File: src/rtl/halflife_decay_ctrl.sv
// Command-side sequencer for a half-life counter: loads a start value, then halves it
// once per PERIOD ticks with single down strobes, verifying every step on the readback.
module halflife_decay_ctrl #(
    parameter int W      = 4,
    parameter int PERIOD = 16
) (
    input  logic         i_clk,
    input  logic         i_rst,
    input  logic         i_start,
    input  logic         i_abort,
    input  logic         i_tick_en,
    input  logic [W-1:0] i_init_val,
    input  logic [W-1:0] i_cnt_q,
    output logic         o_cnt_load,
    output logic [W-1:0] o_cnt_din,
    output logic         o_cnt_up,
    output logic         o_cnt_down,
    output logic [7:0]   o_half_cnt,
    output logic         o_busy,
    output logic         o_done,
    output logic         o_err
);

    localparam int PW = (PERIOD > 1) ? $clog2(PERIOD) : 1;
    localparam logic [PW-1:0] PER_LAST = PW'(PERIOD - 1);

    typedef enum logic [2:0] {
        S_IDLE, S_LOAD, S_SETTLE, S_WAIT, S_STEP, S_CHECK, S_FIN
    } state_t;

    state_t        r_state;
    logic [W-1:0]  r_val;
    logic [W-1:0]  r_target;
    logic [W-1:0]  r_expect;
    logic [PW-1:0] r_per;
    logic          r_load;
    logic [W-1:0]  r_din;
    logic          r_down;
    logic [7:0]    r_half;
    logic          r_done;
    logic          r_err;

    always_ff @(posedge i_clk) begin
        if (!i_rst) begin
            r_state  <= S_IDLE;
            r_val    <= '0;
            r_target <= '0;
            r_expect <= '0;
            r_per    <= '0;
            r_load   <= 1'b0;
            r_din    <= '0;
            r_down   <= 1'b0;
            r_half   <= '0;
            r_done   <= 1'b0;
            r_err    <= 1'b0;
        end else begin
            // Strobes are single-cycle: set only on the transition into their state.
            r_load <= 1'b0;
            r_din  <= '0;
            r_down <= 1'b0;
            r_done <= 1'b0;
            if (i_abort) begin
                r_state <= S_IDLE;
                r_per   <= '0;
            end else begin
                case (r_state)
                    S_IDLE: begin
                        if (i_start) begin
                            r_half <= '0;
                            r_err  <= 1'b0;
                            if (i_init_val != '0) begin
                                r_val   <= i_init_val;
                                r_load  <= 1'b1;
                                r_din   <= i_init_val;
                                r_per   <= '0;
                                r_state <= S_LOAD;
                            end else begin
                                r_done <= 1'b1;
                            end
                        end
                    end
                    S_LOAD:   r_state <= S_SETTLE;
                    S_SETTLE: begin
                        if (i_cnt_q != r_val) begin
                            r_err   <= 1'b1;
                            r_state <= S_FIN;
                        end else begin
                            r_state <= S_WAIT;
                        end
                    end
                    S_WAIT: begin
                        if (i_tick_en) begin
                            if (r_per == PER_LAST) begin
                                r_per    <= '0;
                                r_target <= i_cnt_q >> 1;
                                if (i_cnt_q == '0) begin
                                    r_state <= S_FIN;
                                end else begin
                                    r_down  <= 1'b1;
                                    r_state <= S_STEP;
                                end
                            end else begin
                                r_per <= r_per + 1'b1;
                            end
                        end
                    end
                    S_STEP: begin
                        r_expect <= i_cnt_q - 1'b1;
                        r_state  <= S_CHECK;
                    end
                    S_CHECK: begin
                        if (i_cnt_q != r_expect) begin
                            r_err   <= 1'b1;
                            r_state <= S_FIN;
                        end else if (i_cnt_q > r_target) begin
                            r_down  <= 1'b1;
                            r_state <= S_STEP;
                        end else begin
                            if (r_half != 8'hFF) r_half <= r_half + 8'd1;
                            r_state <= (r_target == '0) ? S_FIN : S_WAIT;
                        end
                    end
                    S_FIN: begin
                        r_done  <= ~r_err;
                        r_state <= S_IDLE;
                    end
                    default: r_state <= S_IDLE;
                endcase
            end
        end
    end

    assign o_cnt_load = r_load;
    assign o_cnt_din  = r_din;
    assign o_cnt_up   = 1'b0;
    assign o_cnt_down = r_down;
    assign o_half_cnt = r_half;
    assign o_busy     = (r_state != S_IDLE);
    assign o_done     = r_done;
    assign o_err      = r_err;

endmodule
File: config.mk
export PLATFORM = sky130hd
export DESIGN_NAME = halflife_decay_ctrl
export DESIGN_NICKNAME = d
export VERILOG_FILES = /design/src/rtl/halflife_decay_ctrl.sv
export SDC_FILE = /design/constraint.sdc
export NUM_CORES = 1
export LEC_CHECK = 0
export ABC_AREA = 1
export BUFFER_PORTS_ARGS = -buffer_cell sky130_fd_sc_hd__clkbuf_2
export CAP_MARGIN = 20
export CORE_ASPECT_RATIO = 0.8
export CORE_MARGIN = 1
export CORE_UTILIZATION = 60
export CTS_CLUSTER_DIAMETER = 80
export CTS_CLUSTER_SIZE = 28
export DETAILED_ROUTE_END_ITERATION = 7
export GPL_ROUTABILITY_DRIVEN = 1
export MAX_ROUTING_LAYER = met4
export PLACE_DENSITY = 0.95
export REMOVE_ABC_BUFFERS = 1
export SYNTH_ARGS = -nofsm -noshare
export SYNTH_HDL_FRONTEND = slang
export SYNTH_SLANG_ARGS = --single-unit
File: constraint.sdc
create_clock -name i_clk -period 4.3 [get_ports i_clk]
set_input_delay 0.215 -clock i_clk [delete_from_list [all_inputs] [get_ports i_clk]]
set_output_delay 0.215 -clock i_clk [all_outputs]
set_load 0.05 [all_outputs]
* Word-level counts from Yosys, hierarchy flattened *
Cells that the tools add are included.

word-level totals
  ROM bits = 0
  memories kept = 0
  bits of input ports = 13
  logic and storage cells = 92
  bits in registers = 34
  bits in latches = 0
  output and inout port bits = 18
  RAM bits = 0

operators by class
  order comparisons = 1
  reduce and logical (&&, ||, !) cells = 18
  divide/modulo/power cells = 0
  $add $sub $neg = 3
  shift-type cells = 0
  $mul = 0
  bitwise operators = 6
  equal/unequal tests = 19
  muxes and demuxes = 34

operators by type and width
  kind                                           number
  two-way mux 8 bit                              4
  two-way mux 3 bit                              8
  inequality test 2 bit, second input constant   9
  one-hot mux 3 bit (6 select lines)             1
  two-way mux 4 bit                              4
  one-hot mux 8 bit (2 select lines)             1
  AND reduction 4 bit                            4
  two-way mux 1 bit                              11
  == test 3 bit, second input constant           3
  adder 8 x 1 -> 8 bit, second input constant    1
  logical NOT 4 bit                              2
  inequality test 4 bit                          2
  inequality test 8 bit, second input constant   1
  one-hot mux 4 bit (2 select lines)             1
  == test 3 x 2 -> 1 bit, second input constant  2
  NOT 1 bit                                      6
  AND reduction 6 bit                            1
  nonzero test 3 bit                             2
  AND reduction 5 bit                            1
  OR reduction 5 bit                             1
  adder 4 x 1 -> 4 bit, second input constant    1
  == test 4 bit, second input constant           1
  > comparator 4 x 3 -> 1 bit                    1
  one-hot mux 1 bit (2 select lines)             2
  10 further kinds                               11

* Depth between registers and ports, before layout *
Gate-level depths: netlist (run 1).

  depth after elaboration = 5
  gate-level depth with buffers = 14
  gate-level depth less buffers = 14

* Worst setup path after synthesis (run 1) *
OpenSTA, ideal clock, no wires.

  path kind = reg2reg
  start point = reg r_half[0], in the netlist o_half_cnt[0]
  end point = reg r_half[5], in the netlist o_half_cnt[5]
  slack = 2.468 ns
  clock period less this slack = 1.832 ns
  path buffers = 0
  required time = 4.227 ns
  library setup time = 0.073 ns
  data arrival time = 1.759 ns
  cell stages (with the launch flop) = 10
  path through = dfxtp_1 > ha_1 > nand2_1 > inv_1 > nand2_1 > o21ai_2 > a21oi_4 > nand2_2 > nand2_1 > a21oi_1

between the ends
  cells in the longest elaborated chain, start to end = 5
  elaborated cells between the ends (all ways) = 8
  classes of those cells = add/sub: 1; eq/ne: 2; mux: 4; reduce/logical: 1

RTL lines
  element                             line  text
  start: declaration                  39    logic [7:0] r_half;
  start signal: assignment            119   if (r_half != 8'hFF) r_half <= r_half + 8'd1;
  adder 8 x 1 -> 8 bit                119
  two-way mux 8 bit                   119
  two-way mux 8 bit                   115   end else if (i_cnt_q > r_target) begin
  two-way mux 8 bit                   112   if (i_cnt_q != r_expect) begin
  one-hot mux 8 bit (2 select lines)  66    case (r_state)

Parallel ways exist; a longest one is shown, timed or not. The select of a mux whose other input is x is not followed.
A chain may end at the register's enable or synchronous reset.

* Worst setup path in the final report (run 1) *
  start point = reg r_target[1]
  end point = reg r_half[3], in the netlist o_half_cnt[3]

between the ends
  cells in the longest elaborated chain, start to end = 3

RTL lines
  element                                 line  text
  start: declaration                      33    logic [W-1:0] r_target;
  start signal: assignment                95    r_target <= i_cnt_q >> 1;
  > comparator 4 x 3 -> 1 bit             115
  inequality test 2 bit (no source line)  --
  AND reduction 6 bit (no source line)    --

Every way passes these cells.

==> results.tsv, run 1 <==
stage	metric	value	unit
status	run_status	complete, no violations	
placed_design	place.detailed.instances	336	
global_routing	use_met1	34.2	%
global_routing	pin_count_of_the_biggest_net_entering_global_routing	13	
sta	finalMaxSlewViolations	0	
setup_path	reg2reg_to	o_half_cnt[3]	
setup_path	critical_path.endpoint_type	flop	
global_routing	grt_most_used_layer	met2	
cells_and_area	flow.area_growth_from_synthesis	13.6	%
cts	cts.root.buffer_cell	clkbuf_8	
sta	period_needed	1.68	ns
cts	postCtsSetupRepairBufs	0	
sta	layout_worst_path_cycle_share	39.1	%
floorplan	std_cell_rows	17	
sta	hold_viol_final	0	
cts	clock_latency_on_the_worst_skew_pair	0.28	ns
cts	cts_inserted_buffers	5	
route	drc	0	
setup_path	critPathArrivalTime	1.84	ns
global_routing	global_route.usage.met3	8.33	%
floorplan	coreArea	2850	µm²
sta	clock.fmax	595	MHz
cells_and_area	register_area	681	µm²
route	post_drt_wl_per_cell	11.7	µm
setup_path	timing.critical_path.from_type	flop	
synthesis	synth.ff_latch_count	34	
placed_design	port_buffers	29	
setup_path	r2r.worst_path.cells	12	
floorplan	initial_core_util	65.2	%
synthesis	post_synth_num_cell_types	31	
synthesis	ys_top_cells_by_area	dfxtp_1, nand2_1, nand3_1, a21oi_1, inv_1	
route	viasPerCell	5.41	
cells_and_area	layout.cells.most_common	nand2_1	
floorplan	die_h	51.8	µm
cells_and_area	fill_cells	228	
sta	finClkSkew	0.00512	ns
cts	cts_hold_buffers	0	
route	drt_iter0_drc	145	
cts	clock_tree_from_tritoncts	done	
route	drt_first_pass_iters	4	
setup_path	crit_path_max_fanout	9	
sta	setup_repair_after_global_routing_missed_its_margin	false	
placed_design	post_placement_setup_slack	2.64	ns
synthesis	synthesis.yosys.warnings	0	
cts	clk_pin_slew_worst_paths	0.06	ns
setup_path	r2r_start	r_target[1]	
synthesis	ys_dominant_reg_cell	dfxtp_1	
global_routing	grt_pass1_vias	1701	
pwr	p_leak	0.943	nW
synthesis	synthesized_netlist_cell_count	272	
route	totalWireLength	4020	µm
pwr	ir_drop	299	µV
cts	ctsResizeCount	0	
cells_and_area	final_core_utilization	74.1	%
cells_and_area	multi_input_comb_area	1030	µm²
min_path	hold_sp	i_init_val[0]	
cells_and_area	layout.cells.most_common_list	nand2_1, dfxtp_1, inv_1	
setup_path	crit_required	4.46	ns
min_path	worst_hold_path.endpoint	r_val[0]	
placed_design	detailed_place_hpwl	3130	µm
global_routing	antenna_found_initial	0	
pwr	powerDensity	298	nW/µm²
global_routing	grt.total_usage	28.6	%
synthesis	count_of_flip_flops_with_a_built_in_enable_after_synthesis	0	
floorplan	die_x	64.2	µm
route	dr_total_vias	1856	
global_routing	grt_remaining_overflow	0	
cts	cts_buffer_depth	2	
synthesis	portion_of_the_post_synthesis_area_used_by_sequential_elements	36.6	%
global_routing	global_route_wire_length_before_repair	7030	µm
floorplan	io-pin-count	31	
min_path	hp-class	in -> reg	
sta	setup_violations	0	
placed_design	place.gp.congestion	0.903	
synthesis	yosysTopAreaCell	dfxtp_1	
global_routing	met2_use_gr	46.8	%
synthesis	netlist_area	1860	µm²
min_path	hold_depth	3	
synthesis	post_synth.cell_area_avg	6.83	µm²
setup_path	ff2ff_setup_slack	2.62	ns
flow_run	max_cap_viol_count	0	
cts	numClockSinks	34	
synthesis	synthArstFlopShare	0	%
cells_and_area	final_cell_count_no_fill	343	
sta	final.setup.worst_slack	2.62	ns
cells_and_area	drive_above_1_share	18.0	%
floorplan	fp.dieArea	3320	µm²
setup_path	critPathKind	reg -> reg	
synthesis	area_share_of_the_leading_cell_type_in_the_synthesized_netlist	36.6	%
route	antenna_left	0	
cells_and_area	n_antenna_cell	0	
cts	h-tree-depth	2	
cells_and_area	final_nets	324	
sta	finalSetupTns	0	ns
layer usage:
layer / part of all wire [%] / vias to the layer above / wire (µm)
met5: 0 / - / 0
met4: 1.3 / 0 / 51
met3: 7.1 / 7 / 284
met2: 46 / 60 / 1840
met1: 46 / 844 / 1840
li1: - / 945 / -
Yosys cell counts, types with 2 or more instances:
cell type,n
o21ai_2,3
ha_1,6
a21oi_1,24
nor3b_1,3
inv_2,4
nor2_2,4
nor2_1,25
nand3b_1,2
nand3_1,25
dfxtp_1,34
a21oi_2,2
xor2_1,6
nand4_1,5
o21ai_0,7
nand2_2,6
nand2_1,69
inv_1,31
nor3_1,3
metrics by stage:
| stage | hold slack (ns) | power (W) | instance area (µm²) |
|---|---|---|---|
| final | 0.163 | 0.000630 | 2110 |
| after global routing | 0.169 | 0.000656 | 2110 |
| after CTS | 0.161 | 0.000630 | 2110 |
| after detailed placement | 0.453 | 0.000418 | 2030 |
| after global placement | 0.445 | 0.000416 | 2030 |
| after floorplan | 0.331 | 0.000394 | 1840 |
kinds of logic after synthesis:
logic type | count (synthesis) | share of synthesized area (%)
other | 1 | 0.202
xor gates and xnor gates | 7 | 3.30
adders and majority gates | 6 | 4.04
buffers and inverters | 39 | 8.15
AOI/OAI and AO/OA | 40 | 12.8
and+or+nand+nor | 145 | 34.9
DFF | 34 | 36.6
area by class of cell:
| cell class | instances | area share, % |
|---|---|---|
| clock buffer | 7 | 3.62 |
| inverter | 36 | 6.40 |
| multi-input combinational | 199 | 48.6 |
| sequential | 34 | 32.2 |
| tap | 38 | 2.25 |
| timing repair buffer | 29 | 6.88 |
where the power goes:
part | switching (W) | internal [W]
logic | 0.0000608 | 0.0000250
clock network | 0.000106 | 0.000111
registers | 0.00000535 | 0.000321
flip-flops by register name, summed over array words and instances, names as in the netlist:
name        cells
r_expect        4
o_cnt_load      1
o_cnt_din       4
o_half_cnt      8
r_val           4
o_cnt_down      1
o_done          1
r_per           4
o_err           1
r_target        3
r_state         3
how the worst max path moves through the flow:
| stage | startpoint | endpoint | slack, ns | cells past startpoint |
|---|---|---|---|---|
| 3_3_place_gp | i_cnt_q[1] | o_half_cnt[6] | 2.72 | 12 |
| 3_5_place_dp | i_cnt_q[0] | o_half_cnt[3] | 2.64 | 14 |
| 6_report | r_target[1] | o_half_cnt[3] | 2.62 | 12 |
| 2_1_floorplan | o_half_cnt[0] | o_half_cnt[5] | 2.47 | 9 |
| 4_1_cts | r_target[1] | o_half_cnt[3] | 2.65 | 12 |
| 5_1_grt | r_target[1] | o_half_cnt[3] | 2.50 | 12 |
critical path, cell delays in order (launching register included):
cell and delay (ns):
dfxtp_1 0.31, inv_1 0.07, ha_1 0.29, nand2_1 0.08
nand2_1 0.06, nand2_1 0.06, nand2_1 0.05, nand2_1 0.10
nand2_1 0.08, nand2_2 0.15, nand2_2 0.14, nand2_1 0.10
a21oi_1 0.06
No activity file was read; power rests on OpenSTA's default activity.
==> run 2: changes to the inputs <==
--- a/config.mk
+++ b/config.mk
@@ -5,18 +5,18 @@
 export SDC_FILE = /design/constraint.sdc
 export NUM_CORES = 1
 export LEC_CHECK = 0
-export ABC_AREA = 1
+export ABC_AREA = 0
 export BUFFER_PORTS_ARGS = -buffer_cell sky130_fd_sc_hd__clkbuf_2
 export CAP_MARGIN = 20
 export CORE_ASPECT_RATIO = 0.8
 export CORE_MARGIN = 1
-export CORE_UTILIZATION = 60
+export CORE_UTILIZATION = 50
 export CTS_CLUSTER_DIAMETER = 80
 export CTS_CLUSTER_SIZE = 28
 export DETAILED_ROUTE_END_ITERATION = 7
 export GPL_ROUTABILITY_DRIVEN = 1
 export MAX_ROUTING_LAYER = met4
-export PLACE_DENSITY = 0.95
+export PLACE_DENSITY = 0.86
 export REMOVE_ABC_BUFFERS = 1
 export SYNTH_ARGS = -nofsm -noshare
 export SYNTH_HDL_FRONTEND = slang
==> constraint.sdc (replaced) <==
create_clock -name i_clk -period 1.45 [get_ports i_clk]
set_input_delay 0.0725 -clock i_clk [delete_from_list [all_inputs] [get_ports i_clk]]
set_output_delay 0.0725 -clock i_clk [all_outputs]
set_load 0.05 [all_outputs]
==> run 2 against run 1 <==
The flow now finishes with violations (negative setup slack). Power grew to 3.3 times the previous value. Die area increased by 25%. Hold slack worse by 0.11 ns. Design area grew 36%. Synthesized cell count is 20% lower. Flip-flop and latch count stayed put. Routed wire length rose by 53%. Clock-buffer cell count is 1 lower. Area after synthesis rose by 4.8%. Clock skew shrank 0.00076 ns. Critical path type unchanged. Highest routed layer unchanged.
==> results.tsv, run 2 <==
stage	metric	value	unit	change
synthesis	synth.top_cells.by_count	dfxtp_1, nand2_1, mux2i_1		
cells_and_area	layout.cells.most_common_list	buf_4, clkbuf_2, dfxtp_1		
status	run_status	finished with violations		
setup_path	worst_setup_path_endpoint	o_half_cnt[6]		
setup_path	crit_path_max_fanout	5		-4
cells_and_area	final_nets	321		-0.93%
synthesis	area_share_of_the_leading_cell_type_in_the_synthesized_netlist	35.0	%	-1.7 points
route	antenna_left	0		unchanged
sta	layout_worst_path_cycle_share	129	%	+90 points
cts	clk_pin_slew_worst_paths	0.07	ns	about the same
route	drt_iter0_drc	228		+57%
synthesis	yosysTopAreaCell	dfxtp_1		
synthesis	ys_top_cells_by_area	dfxtp_1, mux2i_1, nand2_1, xnor2_1, ha_1		
floorplan	io-pin-count	31		unchanged
sta	finClkSkew	0.00437	ns	-0.000755 ns
route	dr_total_vias	2012		+8.4%
setup_path	slowest_delay	0.35	ns	+0.04 ns
global_routing	antenna_found_initial	0		unchanged
setup_path	worstPathBufferInverterCount	2		+1
floorplan	die_h	57.8	µm	+12%
global_routing	grt_pass1_vias	1993		+17%
setup_path	critical_path.most_common_cell	a2111oi_4		
sta	hold_viol_final	0		unchanged
route	totalWireLength	6170	µm	+53%
pwr	powerDensity	718	nW/µm²	+140%
setup_path	critPathArrivalTime	2.10	ns	+0.26 ns
sta	clock.fmax	535	MHz	-10%
synthesis	synthesized_netlist_cell_count	217		-20%
sta	hold_slack	0.0532	ns	-0.110 ns
global_routing	grt_remaining_overflow	0		unchanged
synthesis	synth.ff_latch_count	34		unchanged
global_routing	pin_count_of_the_biggest_net_entering_global_routing	16		+3
cells_and_area	n_antenna_cell	0		unchanged
floorplan	coreArea	3570	µm²	+25%
floorplan	std_cell_rows	19		+2
route	viasPerCell	5.83		+7.8%
cts	clock_latency_on_the_worst_skew_pair	0.29	ns	about the same
placed_design	port_buffers	29		unchanged
setup_path	timing.critical_path.from	r_target[1]		
floorplan	die_x	71.8	µm	+12%
placed_design	place.gp.congestion	0.967		+7.2%
setup_path	cp_cell_sequence	inv_2 > ha_4 > a2111oi_4 > buf_4 > o21bai_4 > a2111oi_4 > o221a_1		
sta	finalMaxSlewViolations	0		unchanged
sta	setup_repair_after_global_routing_missed_its_margin	true		
cts	cts_inserted_buffers	5		unchanged
placed_design	placed_cell_area	2410	µm²	+18%
cts	cts.root.buffer_cell	clkbuf_8		
sta	final.setup.worst_slack	-0.417	ns	-3.04 ns
global_routing	global_route_wire_length_before_repair	9540	µm	+36%
cells_and_area	drive_above_1_share	47.9	%	+30 points
setup_path	crit_required	1.68	ns	-2.78 ns
synthesis	netlist_area	1950	µm²	+4.8%
cells_and_area	largest_reg_flops	8		unchanged
route	post_drt_wl_per_cell	17.9	µm	+53%
cts	numClockSinks	34		unchanged
global_routing	grt.total_usage	31.5	%	+2.9 points
sta	period_needed	1.87	ns	+0.188 ns
status	violations_in_the_final_reports	negative setup slack		
setup_path	r2r.worst_path.cells	7		-5
setup_path	r2r_start	r_target[1]		
cells_and_area	fill_cells	223		-2.2%
setup_path	timing.critical_path.depth	7		-5
setup_path	cpLargestDelayFamily	compound AO/OA/AOI/OAI gates		
setup_path	reg2reg_to	o_half_cnt[6]		
setup_path	critPathSlowestCell	a2111oi_4		
cts	cts_buffer_depth	2		unchanged
setup_path	timing.critical_path.from_type	flop		
synthesis	count_of_flip_flops_with_a_built_in_enable_after_synthesis	0		unchanged
synthesis	post_synth.cell_area_avg	8.97	µm²	+31%
synthesis	yosys.cell_count.top_type	dfxtp_1		
min_path	hp-class	in -> reg		
synthesis	post_synth_num_cell_types	53		+71%
synthesis	synthArstFlopShare	0	%	unchanged
floorplan	fp.dieArea	4150	µm²	+25%
cells_and_area	final_area	2870	µm²	+36%
placed_design	detailed_place_hpwl	3630	µm	+16%
cells_and_area	layout.cells.most_common	buf_4		
pwr	p_leak	1.24	nW	+31%
cts	clock_tree_from_tritoncts	done		
route	drt_first_pass_iters	5		+1
cells_and_area	flow.area_growth_from_synthesis	47.2	%	
flow_run	max_cap_viol_count	0		unchanged
setup_path	ff2ff_setup_slack	-0.42	ns	-3.04 ns
floorplan	initial_core_util	54.6	%	-11 points
sta	setup_violations	21		+21
synthesis	ys_dominant_reg_cell	dfxtp_1		
cts	h-tree-depth	2		unchanged
route	drc	0		unchanged
pwr	ir_drop	647	µV	+120%
synthesis	synthesis.yosys.warnings	0		unchanged
setup_path	critical_path.endpoint_type	flop		
setup_path	critPathKind	reg -> reg		
synthesis	portion_of_the_post_synthesis_area_used_by_sequential_elements	35.0	%	-1.7 points
run 2: changes by cell type after synthesis, moves of 8 or more:
cell | previous run | this run
a21oi_1 | 24 | 11
inv_1 | 31 | 7
mux2i_1 | 0 | 13
xnor2_1 | 1 | 9
nor2b_1 | 0 | 9
nand3_1 | 25 | 9
nor2_1 | 25 | 10
nand2_1 | 69 | 24
run 2: worst min path at each step:
stage / from / depth (start not counted) / to / slack, ns
final: i_init_val[0] / 2 / o_cnt_din[0] / 0.05
after global routing: i_init_val[0] / 2 / o_cnt_din[0] / 0.06
after CTS: i_init_val[0] / 2 / o_cnt_din[0] / 0.05
after detailed placement: i_init_val[0] / 2 / o_cnt_din[0] / 0.35
after global placement: i_init_val[0] / 2 / o_cnt_din[0] / 0.34
after floorplan: i_rst / 1 / r_target[0] / 0.20
run 2: cell families (layout without fill, tap and decap cells):
logic type	count (synthesis)	count (layout)	share of synthesized area, %
and+or+nand+nor	89	89	25.3
AOI/OAI and AO/OA	44	45	18.3
DFF	34	34	35.0
buffers and inverters	20	105	5.85
muxes	13	13	6.68
xor gates and xnor gates	10	10	4.88
adders and majority gates	6	6	3.86
other	1	1	0.193
run 2: stage by stage:
stage	utilization [%]	total power, W	cells	setup WS (ns)	TNS (ns)
finish	80.4	0.00206	345	-0.417	-4.37
global route	80.4	0.00214	345	-0.466	-5.76
CTS	78.1	0.00204	343	-0.325	-3.13
detailed placement	67.6	0.00126	322	-0.458	-5.39
global placement	67.6	0.00125	322	-0.405	-4.53
floorplan	-	0.00114	204	-0.589	-5.36
run 2: cell type report:
| class | count | area [µm²] | area share (%) |
|---|---|---|---|
| Tap cell | 42 | 52.6 | 1.83 |
| Inverter | 7 | 26.3 | 0.917 |
| Timing Repair Buffer | 90 | 677 | 23.6 |
| Clock inverter | 2 | 12.5 | 0.436 |
| Clock buffer | 6 | 82.6 | 2.88 |
| Multi-Input combinational cell | 164 | 1330 | 46.2 |
| Sequential cell | 34 | 691 | 24.1 |
run 2: power by group:
| part | total [W] | internal (W) | switching, W |
|---|---|---|---|
| registers | 0.000959 | 0.000949 | 0.0000103 |
| clock network | 0.000729 | 0.000381 | 0.000347 |
| logic | 0.000371 | 0.000172 | 0.000199 |
| total | 0.00206 | 0.00150 | 0.000556 |
run 2: timing repair:
action | in CTS | in global routing
cloned | 1 | 0
buffers inserted | 12 | 2
hold buffers | 0 | 0
endpoints found under the hold margin | 0 | 0
pin swaps | 23 | 4
endpoints found under the setup margin | 22 | 31
gates resized for setup | 45 | 18
run 2: routing by layer:
metal / vias to the layer above / part of all wire, % / track usage (%) / routed length, µm
met5: - / 0 / - / 0
met1: 946 / 41 / 37.2 / 2550
met3: 17 / 6.8 / 6.96 / 418
met4: 0 / 2.4 / 15.4 / 151
li1: 944 / - / - / -
met2: 105 / 49 / 51.2 / 3050
run 2: worst reg2reg max path: cells and delay by family (launching register included):
family | cells | cell delay, ns
AOI/OAI and AO/OA | 4 | 1.00
DFF | 1 | 0.34
buffers and inverters | 2 | 0.26
adders and majority gates | 1 | 0.23
